`src/rtl/fetch_stage_pkg.sv`:
```
// Shared types for the IF stage: common scalar aliases, plus the fetch FSM,
// the PC-mux select and the fetch-to-decode record.
package common_pkg;
   typedef logic [63:0] u64;
   typedef logic [31:0] u32;
   typedef u64          word_t;
endpackage

package fetch_stage_pkg;
   import common_pkg::*;

   localparam u32 NOP_INSTR        = 32'h0000_0013;
   localparam u64 PC_RESET_DEFAULT = 64'h8000_0000;

   typedef enum logic [1:0] {
      S_REQ,
      S_VALID,
      S_DROP
   } fetch_state_t;

   typedef enum logic [1:0] {
      PC_SEL_HOLD,
      PC_SEL_INC,
      PC_SEL_REDIRECT,
      PC_SEL_TARGET
   } pc_sel_t;

   typedef struct packed {
      u64   pc;
      u32   raw_instr;
      u32   iresp_data;
      logic valid;
      logic bubble;
      logic misalign;
   } fetch_data_t;
endpackage

```
`src/rtl/fetch_stage_pcselect.sv`:
```
// Next-PC mux for the IF stage: reset vector, redirect target, latched
// target after a dropped response, sequential +4, or hold.
module fetch_stage_pcselect
   import fetch_stage_pkg::*;
#(
   parameter int unsigned       ADDR_W   = 64,
   parameter logic [ADDR_W-1:0] PC_RESET = ADDR_W'(PC_RESET_DEFAULT)
) (
   input  logic              reset_i,
   input  pc_sel_t           sel_i,
   input  logic [ADDR_W-1:0] pc_i,
   input  logic [ADDR_W-1:0] redirect_pc_i,
   input  logic [ADDR_W-1:0] target_i,
   output logic [ADDR_W-1:0] pc_d_o
);

   // Reset dominates every other source; the +4 path wraps silently.
   always_comb begin
      pc_d_o = pc_i;
      if (reset_i) begin
         pc_d_o = PC_RESET;
      end else begin
         unique case (sel_i)
            PC_SEL_INC:      pc_d_o = pc_i + ADDR_W'(4);
            PC_SEL_REDIRECT: pc_d_o = redirect_pc_i;
            PC_SEL_TARGET:   pc_d_o = target_i;
            default:         pc_d_o = pc_i;
         endcase
      end
   end

endmodule

```
`src/rtl/fetch_stage.sv`:
```
// IF stage: owns the PC, issues instruction-bus requests and buffers one
// instruction for decode. Define FETCH_MISALIGN_EN to trap misaligned PCs.
module fetch_stage
   import common_pkg::*;
   import fetch_stage_pkg::*;
#(
   parameter logic [63:0] PC_RESET = PC_RESET_DEFAULT,
   parameter int unsigned ADDR_W   = 64
) (
   input  logic              clk,
   input  logic              reset,
   output logic              ireq_valid,
   output logic [ADDR_W-1:0] ireq_addr,
   input  logic              iresp_data_ok,
   input  logic [31:0]       iresp_data,
   input  logic              stop,
   input  logic              stop_formem,
   input  logic              stop_forexe,
   input  logic              redirect,
   input  logic [ADDR_W-1:0] redirect_pc,
   output fetch_data_t       dataF
);

   fetch_state_t      state_q, state_d;
   logic [ADDR_W-1:0] pc_q, pc_d;
   logic [ADDR_W-1:0] target_q, target_d;
   logic [31:0]       inst_buf_q, inst_buf_d;
   pc_sel_t           pc_sel;
   logic              hold;
`ifdef FETCH_MISALIGN_EN
   logic              misalign_q, misalign_d;
`endif

   fetch_stage_pcselect #(
      .ADDR_W   (ADDR_W),
      .PC_RESET (ADDR_W'(PC_RESET))
   ) u_pcselect (
      .reset_i       (reset),
      .sel_i         (pc_sel),
      .pc_i          (pc_q),
      .redirect_pc_i (redirect_pc),
      .target_i      (target_q),
      .pc_d_o        (pc_d)
   );

   always_ff @(posedge clk) begin
      pc_q <= pc_d;
      if (reset) begin
         state_q    <= S_REQ;
         target_q   <= ADDR_W'(PC_RESET);
         inst_buf_q <= NOP_INSTR;
`ifdef FETCH_MISALIGN_EN
         misalign_q <= 1'b0;
`endif
      end else begin
         state_q    <= state_d;
         target_q   <= target_d;
         inst_buf_q <= inst_buf_d;
`ifdef FETCH_MISALIGN_EN
         misalign_q <= misalign_d;
`endif
      end
   end

   // The PC only moves when the FSM leaves a state, so ireq_addr is stable
   // for the whole life of a request, including the drain in S_DROP.
   always_comb begin
      hold       = stop | stop_formem | stop_forexe;
      state_d    = state_q;
      target_d   = target_q;
      inst_buf_d = inst_buf_q;
      pc_sel     = PC_SEL_HOLD;
`ifdef FETCH_MISALIGN_EN
      misalign_d = misalign_q;
      ireq_addr  = pc_q;
`else
      ireq_addr  = {pc_q[ADDR_W-1:2], 2'b00};
`endif
      ireq_valid       = 1'b0;
      dataF            = '0;
      dataF.pc         = u64'(pc_q);
      dataF.raw_instr  = NOP_INSTR;
      dataF.iresp_data = NOP_INSTR;
      dataF.bubble     = 1'b1;

      unique case (state_q)
         S_REQ: begin
`ifdef FETCH_MISALIGN_EN
            if (pc_q[1:0] != 2'b00) begin
               if (redirect) begin
                  pc_sel = PC_SEL_REDIRECT;
               end else begin
                  inst_buf_d = NOP_INSTR;
                  misalign_d = 1'b1;
                  state_d    = S_VALID;
               end
            end else begin
`else
            begin
`endif
               ireq_valid = 1'b1;
               if (iresp_data_ok) begin
                  if (redirect) begin
                     pc_sel = PC_SEL_REDIRECT;
                  end else begin
                     inst_buf_d = iresp_data;
`ifdef FETCH_MISALIGN_EN
                     misalign_d = 1'b0;
`endif
                     state_d    = S_VALID;
                  end
               end else if (redirect) begin
                  target_d = redirect_pc;
                  state_d  = S_DROP;
               end
            end
         end

         S_VALID: begin
            if (redirect) begin
               pc_sel     = PC_SEL_REDIRECT;
               inst_buf_d = NOP_INSTR;
               state_d    = S_REQ;
            end else begin
               dataF.valid      = 1'b1;
               dataF.bubble     = 1'b0;
               dataF.raw_instr  = inst_buf_q;
               dataF.iresp_data = inst_buf_q;
`ifdef FETCH_MISALIGN_EN
               dataF.misalign   = misalign_q;
`endif
               if (!hold) begin
                  pc_sel  = PC_SEL_INC;
                  state_d = S_REQ;
               end
            end
         end

         S_DROP: begin
            ireq_valid = 1'b1;
            if (redirect) begin
               target_d = redirect_pc;
            end
            if (iresp_data_ok) begin
               pc_sel  = redirect ? PC_SEL_REDIRECT : PC_SEL_TARGET;
               state_d = S_REQ;
            end
         end

         default: begin
            state_d = S_REQ;
         end
      endcase

      if (reset) begin
         ireq_valid   = 1'b0;
         dataF        = '0;
         dataF.bubble = 1'b1;
      end
   end

endmodule

```
`config.mk`:
```
export PLATFORM = sky130hd
export DESIGN_NAME = fetch_stage
export DESIGN_NICKNAME = d
export VERILOG_FILES = /design/src/rtl/fetch_stage_pkg.sv /design/src/rtl/fetch_stage_pcselect.sv /design/src/rtl/fetch_stage.sv
export SDC_FILE = /design/constraint.sdc
export NUM_CORES = 1
export LEC_CHECK = 0
export ABC_CLOCK_PERIOD_IN_PS = 1950
export BUFFER_PORTS_ARGS = -buffer_cell sky130_fd_sc_hd__buf_2
export CORE_ASPECT_RATIO = 2
export CORE_MARGIN = 1
export CORE_UTILIZATION = 48
export CTS_BUF_LIST = sky130_fd_sc_hd__clkbuf_2
export CTS_CLUSTER_SIZE = 28
export DETAILED_ROUTE_END_ITERATION = 8
export PLACE_DENSITY = 0.9
export REMOVE_ABC_BUFFERS = 1
export SYNTH_ARGS = -nofsm -noshare
export SYNTH_HDL_FRONTEND = slang
export SYNTH_SLANG_ARGS = --single-unit
```
`constraint.sdc`:
```
create_clock -name clk -period 1.95 [get_ports clk]
set_input_delay 0.2925 -clock clk [delete_from_list [all_inputs] [get_ports clk]]
set_output_delay 0.2925 -clock clk [all_outputs]
set_load 0.01 [all_outputs]
```
==> results.sh, run 1 <==
export IMPL_globalplace_congestion=0.960
export IMPL_htreeDepth=4
export IMPL_die_height_um=200
export IMPL_yosysTopAreaCell="dfxtp_1"
export IMPL_root_buffer="clkbuf_2"
export IMPL_gr_total_overflow=4
export IMPL_async_flop_share_pct=0
export IMPL_synth_cell_types=72
export IMPL_synth_ff_latch_count=162
export IMPL_placed_area_um2=11300
export IMPL_start_util_pct=48.6
export IMPL_lastStage="global routing (5_1_grt)"
export IMPL_io_pins=299
export IMPL_place_port_buffers=295
export IMPL_ys_seq_area_share_pct=34.6
export IMPL_synthFlopType="dfxtp_1"
export IMPL_hpwl_um=23500
export IMPL_synthesis_area_um2=9380
export IMPL_fp_dieW_um=101
export IMPL_synthTopCellsByArea="dfxtp_1 35%, nand2_1 8.5%, buf_4 7.8%"
export IMPL_yosys_area_top_type_share_pct=34.6
export IMPL_rows=72
export IMPL_yosys_warnings=0
export IMPL_cts_made_buffers=17
export IMPL_cts_path_max_buffers=2
export IMPL_synth_cells=1253
export IMPL_numClockSinks=162
export IMPL_worstEndpointGrtRepair="dataF[65]"
export IMPL_grt_max_degree=47
export IMPL_grt_total_usage_pct=60.7
export IMPL_postSynthAreaPerCell_um2=7.48
export IMPL_synth_edf_count=0
export IMPL_firstError="[ERROR GRT-0232] Routing congestion too high. Check the congestion heatmap in the GUI."
export IMPL_worst_ep_kind="primary output"
export IMPL_status="did not finish"
==> timing repair <==
item | CTS
endpoints found under the setup margin | 134
endpoints found under the hold margin | 162
buffers inserted | 44
pin swaps | 35
cloned | 6
hold buffers | 108
resized for setup | 161
==> cell usage after synthesis, types with 5 or more instances <==
| cell | number |
|---|---|
| a211oi_1 | 8 |
| clkbuf_1 | 66 |
| nand4_1 | 22 |
| a22oi_1 | 30 |
| nor3_1 | 25 |
| and3_1 | 47 |
| nor2_1 | 114 |
| o22a_1 | 7 |
| inv_1 | 11 |
| a311oi_1 | 14 |
| o22ai_1 | 11 |
| xor2_1 | 19 |
| nand2b_1 | 6 |
| buf_1 | 9 |
| buf_2 | 19 |
| o21ai_0 | 28 |
| and2_1 | 5 |
| buf_4 | 97 |
| nor3b_1 | 6 |
| and4_1 | 8 |
| mux2i_1 | 7 |
| nand3_1 | 35 |
| or3_1 | 6 |
| xnor2_1 | 19 |
| nor2b_1 | 61 |
| nor4_1 | 5 |
| o211ai_1 | 12 |
| a21oi_1 | 112 |
| dfxtp_1 | 162 |
| nand2_1 | 213 |
| o21a_1 | 5 |
==> routing by layer <==
| metal | overflow | global-route usage, % |
|---|---|---|
| met5 | 0 | 14.6 |
| met4 | 4 | 56.1 |
| met3 | 0 | 40.2 |
| met2 | 0 | 82.6 |
| met1 | 0 | 60.5 |
==> logic make-up after synthesis <==
logic type,Yosys count,share of synthesized area (%)
AND/OR/NAND/NOR,574,30.3
AO/OA/AOI/OAI,266,18.2
buffers and inverters,204,12.4
flip-flops,162,34.6
XOR/XNOR,38,3.55
multiplexers,7,0.747
adder cells (fa/ha/maj),1,0.133
other,1,0.0400
==> per-stage QoR <==
stage	cells	setup slack (ns)
after floorplan	1063	-1.80
after global placement	1759	-0.163
after detailed placement	1759	-0.235
after CTS	1942	-0.421
==> run 2, diff against run 1 <==
==> config.mk (replaced) <==
export PLATFORM = sky130hd
export DESIGN_NAME = fetch_stage
export DESIGN_NICKNAME = d
export VERILOG_FILES = /design/src/rtl/fetch_stage_pkg.sv /design/src/rtl/fetch_stage_pcselect.sv /design/src/rtl/fetch_stage.sv
export SDC_FILE = /design/constraint.sdc
export NUM_CORES = 1
export LEC_CHECK = 0
export ABC_CLOCK_PERIOD_IN_PS = 2500
export BUFFER_PORTS_ARGS = -buffer_cell sky130_fd_sc_hd__buf_2
export CORE_MARGIN = 1
export CORE_UTILIZATION = 40
export DETAILED_ROUTE_END_ITERATION = 8
export PLACE_DENSITY_LB_ADDON = 0.15
export REMOVE_ABC_BUFFERS = 1
export SYNTH_ARGS = -nofsm -noshare
export SYNTH_HDL_FRONTEND = slang
export SYNTH_SLANG_ARGS = --single-unit
==> constraint.sdc (replaced) <==
create_clock -name clk -period 2.5 [get_ports clk]
set_input_delay 0.375 -clock clk [delete_from_list [all_inputs] [get_ports clk]]
set_output_delay 0.375 -clock clk [all_outputs]
set_load 0.01 [all_outputs]
==> run 2 against run 1 <==
Net effect: the run now ends clean; synthesized cell count unchanged; synthesized area stayed put.
==> results.sh, run 2 <==
export IMPL_status="complete, no violations"
export IMPL_worstRegToRegCells=6
export IMPL_cp_start_kind="flop"
export IMPL_yosysMostFrequentCell="nand2_1"
export IMPL_max_freq_mhz=416
export IMPL_io_pins=299
export IMPL_clk_pin_slew_ns=0.07
export IMPL_async_flop_share_pct=0
export IMPL_numClockSinks=162
export IMPL_die_area_um2=24100
export IMPL_areaGrowthSynthToFinish_pct=21.6
export IMPL_wl_per_cell_um=17.4
export IMPL_fp_dieW_um=155
export IMPL_slew_viol_final=0
export IMPL_synth_cells=1253
export IMPL_grt_max_degree=86
export IMPL_cap_violations=0
export IMPL_switchingPower_w=0.00210
export IMPL_grt_total_usage_pct=25.7
export IMPL_power_total_w=0.00687
export IMPL_hold_path_class="input port to flop"
export IMPL_synth_cell_types=72
export IMPL_root_buffer="clkbuf_16"
export IMPL_hold_viol=0
export IMPL_reg2reg_from="pc_q[9]"
export IMPL_diodes=0
export IMPL_synthFlopType="dfxtp_1"
export IMPL_placed_area_um2=10800
export IMPL_yosys_area_top_type_share_pct=34.6
export IMPL_vdd_ir_drop_max_mv=0.356
export IMPL_antenna_found_initial=0
export IMPL_yosys_warnings=0
export IMPL_endpoint="dataF[21]"
export IMPL_combPwrFrac_pct=17.4
export IMPL_first_pass_iters=6
export IMPL_drc_errors=0
export IMPL_start_util_pct=41.0
export IMPL_finalSetupTns_ns=0
export IMPL_final_cell_mix="294 x buf_2, 213 x nand2_1, 162 x dfxtp_1"
export IMPL_switching_share_pct=30.5
export IMPL_routed_wl_um=30800
export IMPL_final_common_cell="buf_2"
export IMPL_layout_min_cycle_time_ns=2.40
export IMPL_hpwl_um=21800
export IMPL_yosysTopAreaCell="dfxtp_1"
export IMPL_routed_via_density=5.32
export IMPL_final_cell_area_um2=11400
export IMPL_synth_edf_count=0
export IMPL_worstReg2RegEnd="pc_q[59]"
export IMPL_worst_slew_pin_transition_ns=1.20
export IMPL_fin_worst_skew_ns=0.0115
export IMPL_synth_ff_latch_count=162
export IMPL_synthesis_area_um2=9380
export IMPL_p_int_w=0.00478
export IMPL_seq_power_share_pct=42.2
export IMPL_cp_end_kind="primary output"
export IMPL_setup_viol=0
export IMPL_tritoncts="yes"
export IMPL_reg_largest_list="pc_q x64, target_q x64, inst_buf_q x32"
export IMPL_routed_via_count=9451
export IMPL_die_height_um=155
export IMPL_maxSlewHeadroom_pct=20.1
export IMPL_finalCritPeriodShare_pct=96.2
export IMPL_r2r_setup_slack_ns=0.22
export IMPL_grt_pass1_wl_um=48300
export IMPL_cp_required_ns=2.12
export IMPL_p_leak_nw=5.15
export IMPL_synthTopCellsByCount="213 x nand2_1, 162 x dfxtp_1, 114 x nor2_1, 112 x a21oi_1, 97 x buf_4"
export IMPL_cts_path_max_buffers=2
export IMPL_fin_util_pct=49.9
export IMPL_drive_gt1_share_pct=29.3
export IMPL_drt_iter0_drc=625
export IMPL_grt_pass1_vias=8688
export IMPL_post_cts_buffers=0
export IMPL_powerDensity_nw_per_um2=603
export IMPL_rows=55
export IMPL_crit_type="flop to primary output"
export IMPL_ant_nets=0
export IMPL_place_port_buffers=295
export IMPL_synthTopCellsByArea="dfxtp_1 35%, nand2_1 8.5%, buf_4 7.8%"
export IMPL_ys_seq_area_share_pct=34.6
export IMPL_clk_latency_ns=0.43
export IMPL_final_nets=1555
export IMPL_cts_made_buffers=17
export IMPL_p_clk_share_pct=40.3
export IMPL_critical_path_peak_fanout=31
export IMPL_worst_ep_arrival_time_ns=2.03
export IMPL_htreeDepth=4
export IMPL_core_area_um2=22800
export IMPL_gr_total_overflow=0
export IMPL_crit_start="state_q[0]"
export IMPL_postSynthAreaPerCell_um2=7.48
export IMPL_globalplace_congestion=0.877
run 2: cell counts after synthesis:
Identical to the previous run, type by type.
run 2: power groups by stage:
stage / clock (W) / combinational (W) / sequential, W
3_3_place_gp: 0 / 0.00119 / 0.00295
2_1_floorplan: 0 / 0.000545 / 0.00299
3_5_place_dp: 0 / 0.00120 / 0.00296
4_1_cts: 0.00283 / 0.00120 / 0.00290
6_report: 0.00277 / 0.00120 / 0.00290
5_1_grt: 0.00296 / 0.00132 / 0.00293
run 2: through the flow:
stage	worst slack [ns]	hold WS, ns	cells
final	0.0953	0.156	1777
after global routing	-0.00434	0.149	1777
after CTS	0.0435	0.141	1777
after detailed placement	0.180	0.447	1745
after global placement	0.228	0.441	1745
after floorplan	-1.25	0.426	1063
run 2: worst max-delay path: stages (launching register included):
cell	delay (ns)
dfxtp_1	0.50
nor3b_2	0.39
buf_6	0.27
and3_1	0.27
buf_2	0.16
run 2: layer usage:
layer	vias to the layer above	global-route usage [%]	share of wire, %
met1	4448	34.9	46
met3	37	4.01	5.8
li1	4644	-	-
met5	-	0	0
met4	0	7.31	1.5
met2	322	42.0	47
run 2: kinds of logic after synthesis:
| logic type | synth area share [%] |
|---|---|
| simple gates | 30.3 |
| buf+inv | 12.4 |
| compound gates | 18.2 |
| xor+xnor | 3.55 |
| mux | 0.747 |
| fa+ha+maj | 0.133 |
| flops | 34.6 |
| other cells | 0.0400 |
run 2: how the worst min path moves through the flow:
stage,start,to,cells after the start
finish,iresp_data_ok,state_q[1],2
CTS,iresp_data_ok,state_q[1],2
global route,iresp_data_ok,state_q[1],2
detailed placement,target_q[23],target_q[23],2
floorplan,target_q[53],target_q[53],2
global placement,target_q[19],target_q[19],2
run 2: final cells by class:
| class | instances | area (um2) |
|---|---|---|
| Fill cell | 2319 | 11400 |
| Clock buffer | 17 | 425 |
| Clock inverter | 15 | 191 |
| Sequential cell | 162 | 3240 |
| Tap cell | 313 | 392 |
| Timing Repair Buffer | 369 | 2080 |
| Multi-Input combinational cell | 889 | 5020 |
| Inverter | 12 | 45.0 |
run 2: what timing repair did:
action	CTS	global route
endpoints found under the setup margin	0	35
endpoints found under the hold margin	0	0
hold buffers	0	0
resized for setup	0	3
Note: power is estimated with default switching activity, not from simulation.
